$ cat src/rtl/sw_pe_affine_p.sv
// rtl/sw_pe_affine_p.sv - Smith-Waterman affine-gap systolic PE with saturating signed scores.
// Optional macro SW_PE_TRACEBACK_EN adds the 2-bit tb_out traceback code.
module sw_pe_affine_p #(
  parameter int SW = 12,
  parameter int CW = 2,
  parameter int IW = 10,
  parameter int PW = 8
) (
  input  logic                 clk,
  input  logic                 rst,
  input  logic [PW-1:0]        cfg_match,
  input  logic [PW-1:0]        cfg_mismatch,
  input  logic [PW-1:0]        cfg_open,
  input  logic [PW-1:0]        cfg_extend,
  input  logic                 cfg_local,
  input  logic [CW-1:0]        s_in,
  input  logic [CW-1:0]        t_in,
  input  logic                 valid_in,
  input  logic                 last_in,
  input  logic signed [SW-1:0] v_in,
  input  logic signed [SW-1:0] f_in,
  input  logic signed [SW-1:0] max_in,
  input  logic [IW-1:0]        maxidx_in,
  output logic [CW-1:0]        t_out,
  output logic signed [SW-1:0] v_out,
  output logic signed [SW-1:0] f_out,
  output logic signed [SW-1:0] max_out,
  output logic [IW-1:0]        maxidx_out,
  output logic                 valid_out,
  output logic                 last_out,
`ifdef SW_PE_TRACEBACK_EN
  output logic [1:0]           tb_out,
`endif
  output logic                 busy
);

  localparam logic signed [SW-1:0] MAXV    = {1'b0, {(SW-1){1'b1}}};
  localparam logic signed [SW-1:0] MINV    = {1'b1, {(SW-1){1'b0}}};
  localparam logic [IW-1:0]        ONE_COL = {{(IW-1){1'b0}}, 1'b1};

  typedef enum logic {IDLE = 1'b0, RUN = 1'b1} state_t;

  state_t                r_state, w_state_nxt;
  logic [CW-1:0]         r_s;
  logic [IW-1:0]         r_col;
  logic signed [SW-1:0]  r_diag, r_hprev, r_eprev, r_best;
  logic [IW-1:0]         r_bcol;

  logic                  w_first;
  logic [CW-1:0]         w_s;
  logic [IW-1:0]         w_col, w_bcol0, w_bcol;
  logic signed [SW-1:0]  w_diag, w_hprev, w_eprev, w_best0, w_best;
  logic signed [SW-1:0]  w_hd, w_e, w_f, w_hmax, w_h;
  logic                  w_up;

  // One guard bit: overflow shows up as disagreement between the top two bits.
  function automatic logic signed [SW-1:0] f_sat(input logic [SW:0] x);
    if (x[SW] != x[SW-1]) return x[SW] ? MINV : MAXV;
    return x[SW-1:0];
  endfunction

  function automatic logic signed [SW-1:0] f_add(input logic signed [SW-1:0] a, input logic [PW-1:0] b);
    return f_sat({a[SW-1], a} + {{(SW+1-PW){1'b0}}, b});
  endfunction

  function automatic logic signed [SW-1:0] f_sub(input logic signed [SW-1:0] a, input logic [PW-1:0] b);
    return f_sat({a[SW-1], a} - {{(SW+1-PW){1'b0}}, b});
  endfunction

  function automatic logic signed [SW-1:0] f_max(input logic signed [SW-1:0] a, input logic signed [SW-1:0] b);
    return (a > b) ? a : b;
  endfunction

  // The first column of a row uses fresh boundaries instead of the held row state.
  assign w_first  = (r_state == IDLE);
  assign w_s      = w_first ? s_in : r_s;
  assign w_col    = w_first ? '0   : r_col;
  assign w_diag   = w_first ? '0   : r_diag;
  assign w_hprev  = w_first ? '0   : r_hprev;
  assign w_eprev  = w_first ? MINV : r_eprev;
  assign w_best0  = w_first ? '0   : r_best;
  assign w_bcol0  = w_first ? '0   : r_bcol;

  assign w_hd   = (w_s == t_in) ? f_add(w_diag, cfg_match) : f_sub(w_diag, cfg_mismatch);
  assign w_e    = f_max(f_sub(w_eprev, cfg_extend), f_sub(w_hprev, cfg_open));
  assign w_f    = f_max(f_sub(f_in, cfg_extend), f_sub(v_in, cfg_open));
  assign w_hmax = f_max(w_hd, f_max(w_e, w_f));
  assign w_h    = (cfg_local && (w_hmax < 0)) ? '0 : w_hmax;

  assign w_best = (w_h > w_best0) ? w_h   : w_best0;
  assign w_bcol = (w_h > w_best0) ? w_col : w_bcol0;
  assign w_up   = (max_in >= w_best);

  assign busy = (r_state == RUN);

  always_comb begin
    w_state_nxt = r_state;
    if (valid_in) w_state_nxt = last_in ? IDLE : RUN;
  end

  always_ff @(posedge clk or posedge rst) begin
    if (rst) r_state <= IDLE;
    else     r_state <= w_state_nxt;
  end

  always_ff @(posedge clk or posedge rst) begin
    if (rst) begin
      r_s        <= '0;
      r_col      <= '0;
      r_diag     <= '0;
      r_hprev    <= '0;
      r_eprev    <= '0;
      r_best     <= '0;
      r_bcol     <= '0;
      t_out      <= '0;
      v_out      <= '0;
      f_out      <= '0;
      max_out    <= '0;
      maxidx_out <= '0;
      valid_out  <= 1'b0;
      last_out   <= 1'b0;
    end else begin
      valid_out <= valid_in;
      last_out  <= valid_in & last_in;
      if (valid_in) begin
        r_s        <= w_s;
        r_col      <= (w_col == '1) ? w_col : w_col + ONE_COL;
        r_diag     <= v_in;
        r_hprev    <= w_h;
        r_eprev    <= w_e;
        r_best     <= w_best;
        r_bcol     <= w_bcol;
        t_out      <= t_in;
        v_out      <= w_h;
        f_out      <= w_f;
        max_out    <= w_up ? max_in    : w_best;
        maxidx_out <= w_up ? maxidx_in : w_bcol;
      end
    end
  end

`ifdef SW_PE_TRACEBACK_EN
  logic [1:0] w_tb;

  always_comb begin
    w_tb = 2'd0;
    if (cfg_local && (w_hmax < 0)) w_tb = 2'd0;
    else if ((w_hd >= w_e) && (w_hd >= w_f)) w_tb = 2'd1;
    else if (w_e >= w_f) w_tb = 2'd2;
    else w_tb = 2'd3;
  end

  always_ff @(posedge clk or posedge rst) begin
    if (rst)           tb_out <= 2'd0;
    else if (valid_in) tb_out <= w_tb;
  end
`endif

endmodule
$ cat config.mk
export PLATFORM = sky130hd
export DESIGN_NAME = sw_pe_affine_p
export DESIGN_NICKNAME = d
export VERILOG_FILES = /design/src/rtl/sw_pe_affine_p.sv
export SDC_FILE = /design/constraint.sdc
export NUM_CORES = 1
export LEC_CHECK = 0
export CAP_MARGIN = 10
export CORE_MARGIN = 2
export CORE_UTILIZATION = 50
export DETAILED_ROUTE_END_ITERATION = 7
export PLACE_DENSITY = 0.83
export SETUP_SLACK_MARGIN = 0.1
export SLEW_MARGIN = 20
export SYNTH_ARGS = -nofsm -noshare
export SYNTH_HDL_FRONTEND = slang
export SYNTH_SLANG_ARGS = --single-unit
$ cat constraint.sdc
create_clock -name clk -period 16.8 [get_ports clk]
set_clock_uncertainty 0.1 [all_clocks]
set_input_delay 3.36 -clock clk [delete_from_list [all_inputs] [get_ports clk]]
set_output_delay 3.36 -clock clk [all_outputs]
set_load 0.05 [all_outputs]
==> results.json, run 1 <==
{
  "die_h_um": 153,
  "row_count": 54,
  "r2r_slack_ns": 2.97,
  "slew_headroom_pct": 32.7,
  "firstDrtPassIters": 6,
  "synth_warnings": 0,
  "grt_pass1_vias": 10300,
  "max_freq_ghz": 0.0611,
  "finalSetupTns_ns": 0,
  "clk_pin_slew_worst_paths_ns": 0.09,
  "status": "finished clean",
  "yosys-top-cells-count": "128 x ha_1, 126 x inv_1, 109 x dfrtp_1",
  "gp_congestion": 0.962,
  "cp_slowest_stage_delay_ns": 0.57,
  "crit_required_ns": 16.99,
  "wl_per_cell_um": 18.6,
  "drtIter0Drc": 947,
  "slew_violations": 0,
  "worst_pin_slew_ns": 0.997,
  "grt_pass1_wl_um": 51400,
  "clk_latency_ns": 0.37,
  "path_max_fanout": 10,
  "vias_per_cell": 6.11,
  "ios": 138,
  "synthTopCellsByArea": "dfrtp_1 25%, ha_1 15%, mux2_2 5.2%",
  "startpoint_type": "input pin",
  "grt_usage_pct": 26.7,
  "yosysMostFrequentCell": "ha_1",
  "clk_path_buf_depth": 2,
  "n_antenna_cell": 0,
  "portBuffers": 137,
  "h-tree-depth": 3,
  "drc": 0,
  "critPathArrivalTime_ns": 16.55,
  "yosysTopAreaCellShare_pct": 24.7,
  "post_synth_inst_count": 1306,
  "grt_max_degree": 85,
  "synth_ff_type": "dfrtp_1",
  "syn_area_um2": 11000,
  "numCtsBuffers": 9,
  "yosysTopAreaCell": "dfrtp_1",
  "grt_overflow": 0,
  "via_count": 10700,
  "drv_cap": 0,
  "r2r-start": "busy",
  "antenna_found_initial": 0,
  "endpoint": "maxidx_out[6]",
  "synthArstFlopShare_pct": 100,
  "finalCritPeriodShare_pct": 97.3,
  "path_common_cell": "ha_1",
  "r2r.worst_path.cells": 62,
  "start_util_pct": 50.7,
  "nFillCells": 1868,
  "ys_seq_area_share_pct": 24.7,
  "hold_buffers": 0,
  "syn_to_final_growth_pct": 23.8,
  "syn_nets": 1527,
  "cts_tree": "yes",
  "setup_viol": 0,
  "hpwlAfterDp_um": 24800,
  "die_x_um": 153,
  "regToRegEndpoint": "maxidx_out[6]",
  "drive_above_1_share_pct": 14.2,
  "nets": 1692,
  "cp-end-kind": "flip-flop",
  "coreArea_um2": 21800,
  "critPathKind": "in -> reg",
  "crit_slowest_cell": "or4_4",
  "die_area_um2": 23300,
  "synthDistinctLibCells": 77,
  "final_hold_viol_count": 0,
  "cts_num_sinks": 109,
  "synth_seq_cells": 109,
  "synth_edf_count": 0,
  "syn_avg_cell_area_um2": 8.45,
  "ant_nets": 0,
  "critPathLaunch": "cfg_open[5]",
  "cts_root_buf": "clkbuf_16",
  "fin_crit_ns": 16.35,
  "hold_class": "reg -> reg",
  "wl_um": 32600
}
[worst min-delay path by stage]
stage / startpoint / endpoint / depth (start not counted)
floorplan: r_best[4] / r_best[4] / 1
global placement: r_best[4] / r_best[4] / 1
detailed placement: r_best[4] / r_best[4] / 1
CTS: r_best[4] / r_best[4] / 1
global route: r_best[4] / r_best[4] / 1
finish: r_best[4] / r_best[4] / 1
[timing repair]
item / CTS / global route
resized for setup: 5 / 66
gates cloned: 0 / 3
pin swaps: 0 / 15
setup endpoints to repair: 20 / 22
buffers inserted: 0 / 16
[cell type report]
class	instances	area, um2	share of cell area (%)
multi-input cells	1020	7880	57.7
flip-flops and latches	109	2730	20.0
repair buffers	205	1920	14.1
inverters	126	475	3.48
well taps	280	350	2.56
clock buffers	9	225	1.65
clock inverters	7	78.8	0.577
[worst max-delay path: cells and delay by family]
kind            cells  cell delay, ns
compound gates     27            5.24
xor+xnor            1            0.16
fa+ha+maj           7            1.74
buf+inv             6            1.12
mux                 3            1.11
simple gates       18            3.78
[cells in the final DEF (no fill, tap or decap), types with 10 or more instances in the layout]
cell,netlist,layout
dfrtp_1,109,108
o211ai_1,13,13
o21ai_1,4,10
a22o_1,16,15
nand3_1,39,39
nor2b_1,23,23
a211oi_1,19,15
a31o_2,10,10
o21a_1,19,18
inv_1,126,125
nand2b_1,15,14
nor2_1,84,81
mux2i_1,50,47
mux2_2,51,50
o221ai_1,22,21
nand4_1,16,16
and2_1,43,43
nand2_1,87,87
nor3_1,15,14
xnor2_1,17,16
clkbuf_16,0,10
o22ai_1,18,16
clkdlybuf4s50_1,0,135
a21o_1,21,21
ha_1,128,127
o21ai_0,69,59
a21oi_1,72,66
and3_1,16,16
buf_4,2,64
xor2_1,20,20
[per-stage QoR]
step                instances  area (um2)  hold slack [ns]  worst slack (ns)  utilization [%]
finish                   1756       13700            0.397             0.446             62.8
global route             1756       13700            0.408            -0.150             62.8
CTS                      1737       13200            0.403             0.123             60.9
detailed placement       1721       12900            0.380            -0.491             59.4
global placement         1721       12900            0.378            -0.114             59.4
floorplan                1306       11000            0.358             0.275                -
[layer usage]
metal / global-route usage (%) / vias up / routed length (um)
li1: - / 5108 / -
met1: 34.6 / 5131 / 14000
met2: 45.6 / 409 / 15500
met3: 3.44 / 86 / 1770
met4: 10.4 / 0 / 1330
met5: 0 / - / 0
[flip-flops by register name, indices dropped and copies added (netlist names)]
register,count
r_s,2
r_bcol,10
last_out,1
r_best,12
r_eprev,12
t_out,2
r_col,10
busy,1
r_diag,12
max_out,12
f_out,12
r_hprev,12
maxidx_out,10
valid_out,1
[cells by family after synthesis]
logic type,synth area share [%]
compound gates,23.7
simple gates,17.0
buf+inv,6.32
fa+ha+maj,15.6
flops,24.7
mux,9.74
xor+xnor,2.94
Power of run 1 is left out: the tool's default activity adds up to more than one toggle a clock period on the data nets, which glitch-free logic cannot reach.
==> inputs of run 2 (changes only) <==
- RECOVER_POWER: not set -> 50
==> run 2 against run 1 <==
  * The run now ends with capacitance limit, slew limit left
  * Die area unchanged
  * Critical endpoint is now max_out[5]
  * Global-route usage unchanged
  * Design area about the same
  * Final cell count stayed put
  * Largest cell class unchanged
  * Via count is 0.15% lower
  * Count of clock-buffer cells in the layout is the same
==> results.json, run 2 (synthesis results as in run 1) <==
{
  "whs_path_depth": 1,
  "regToRegEndpoint": "max_out[5]",
  "max_freq_ghz": 0.0610,
  "drc": 0,
  "die_h_um": 153,
  "critPathLaunch": "cfg_open[5]",
  "via_count": 10700,
  "clk_latency_ns": 0.37,
  "portBuffers": 137,
  "grt_overflow": 0,
  "r2r-start": "busy",
  "worst_pin_slew_ns": 3.59,
  "clk_pin_slew_worst_paths_ns": 0.08,
  "fin_crit_ns": 16.39,
  "hold_start": "r_best[4]",
  "r2r.worst_path.cells": 63,
  "antenna_found_initial": 0,
  "path_common_cell": "ha_1",
  "drtIter0Drc": 935,
  "syn_to_final_growth_pct": 23.8,
  "dp_cells": 1721,
  "dpl_cell_area_um2": 12900,
  "hold_class": "reg -> reg",
  "grt_pass1_vias": 10300,
  "wl_um": 32600,
  "gp_congestion": 0.962,
  "final_cell_mix": "127 x ha_1, 125 x inv_1, 108 x dfrtp_1, 95 x clkdlybuf4s50_1, 87 x nand2_1",
  "grt_pass1_wl_um": 51400,
  "die_area_um2": 23300,
  "setup_viol": 0,
  "wl_per_cell_um": 18.6,
  "slew_headroom_pct": -139,
  "crit_slowest_cell": "or4_4",
  "stdcell_count": 1756,
  "startpoint_type": "input pin",
  "hold_buffers": 0,
  "final_hold_viol_count": 0,
  "cts_tree": "yes",
  "layout_commonest_cell": "ha_1",
  "die_x_um": 153,
  "clk_path_buf_depth": 2,
  "status": "complete, but fails checks",
  "slew_violations": 112,
  "vias_per_cell": 6.10,
  "ios": 138,
  "row_count": 54,
  "critPathArrivalTime_ns": 16.51,
  "r2r_slack_ns": 2.93,
  "drv_cap": 2,
  "grt_max_degree": 85,
  "finalCritPeriodShare_pct": 97.6,
  "numCtsBuffers": 9,
  "cp-end-kind": "flip-flop",
  "start_util_pct": 50.7,
  "nets": 1692,
  "coreArea_um2": 21800,
  "critPathKind": "in -> reg",
  "n_antenna_cell": 0,
  "firstDrtPassIters": 5,
  "cts_num_sinks": 109,
  "cts_root_buf": "clkbuf_16",
  "design_area_um2": 13700,
  "ant_nets": 0,
  "crit_required_ns": 16.91,
  "path_max_fanout": 19,
  "cp_slowest_stage_delay_ns": 0.57,
  "drive_above_1_share_pct": 14.1,
  "hold_end": "r_best[4]",
  "h-tree-depth": 3,
  "hpwlAfterDp_um": 24800,
  "violations": "capacitance limit, slew limit",
  "grt_usage_pct": 26.7
}
[run 2: critical path, delay by kind of cell]
kind	cells	cell delay (ns)
xor+xnor	1	0.16
fa+ha+maj	7	1.74
compound gates	26	5.05
mux	3	1.11
simple gates	18	3.69
buf+inv	7	1.34
[run 2: layer usage]
metal / vias to the layer above / routed length, um / global-route usage, %
met3: 85 / 1770 / 3.44
met1: 5079 / 14000 / 34.6
met2: 448 / 15500 / 45.6
met5: - / 0 / 0
li1: 5106 / - / -
met4: 0 / 1340 / 10.4
[run 2: worst max-delay path by stage]
stage,end,cells past startpoint
after detailed placement,maxidx_out[6],63
after CTS,maxidx_out[6],61
after global routing,max_out[4],62
after floorplan,max_out[10],62
final,max_out[5],62
after global placement,maxidx_out[3],64
[run 2: layout make-up]
type                       instances  area, um2
clock buffer                       9        225
multi-input combinational       1020       7880
timing repair buffer             205       1920
fill                            1871       8100
sequential                       109       2730
clock inverter                     7       78.8
inverter                         126        474
tap                              280        350
[run 2: stage by stage]
step / util (%) / hold slack, ns / TNS, ns / setup slack [ns]
after floorplan: - / 0.358 / 0 / 0.275
after global placement: 59.4 / 0.378 / -1.49 / -0.114
after detailed placement: 59.4 / 0.380 / -8.38 / -0.491
after CTS: 60.9 / 0.403 / 0 / 0.123
after global routing: 62.8 / 0.408 / -2.55 / -0.150
final: 62.8 / 0.398 / 0 / 0.407
[run 2: repair_timing]
item,in CTS,in global routing
setup endpoints to repair,20,22
gates resized for setup,5,66
buffers inserted,0,16
cloned,0,3
pin swaps,0,15
Power of run 2 is left out for the same reason.
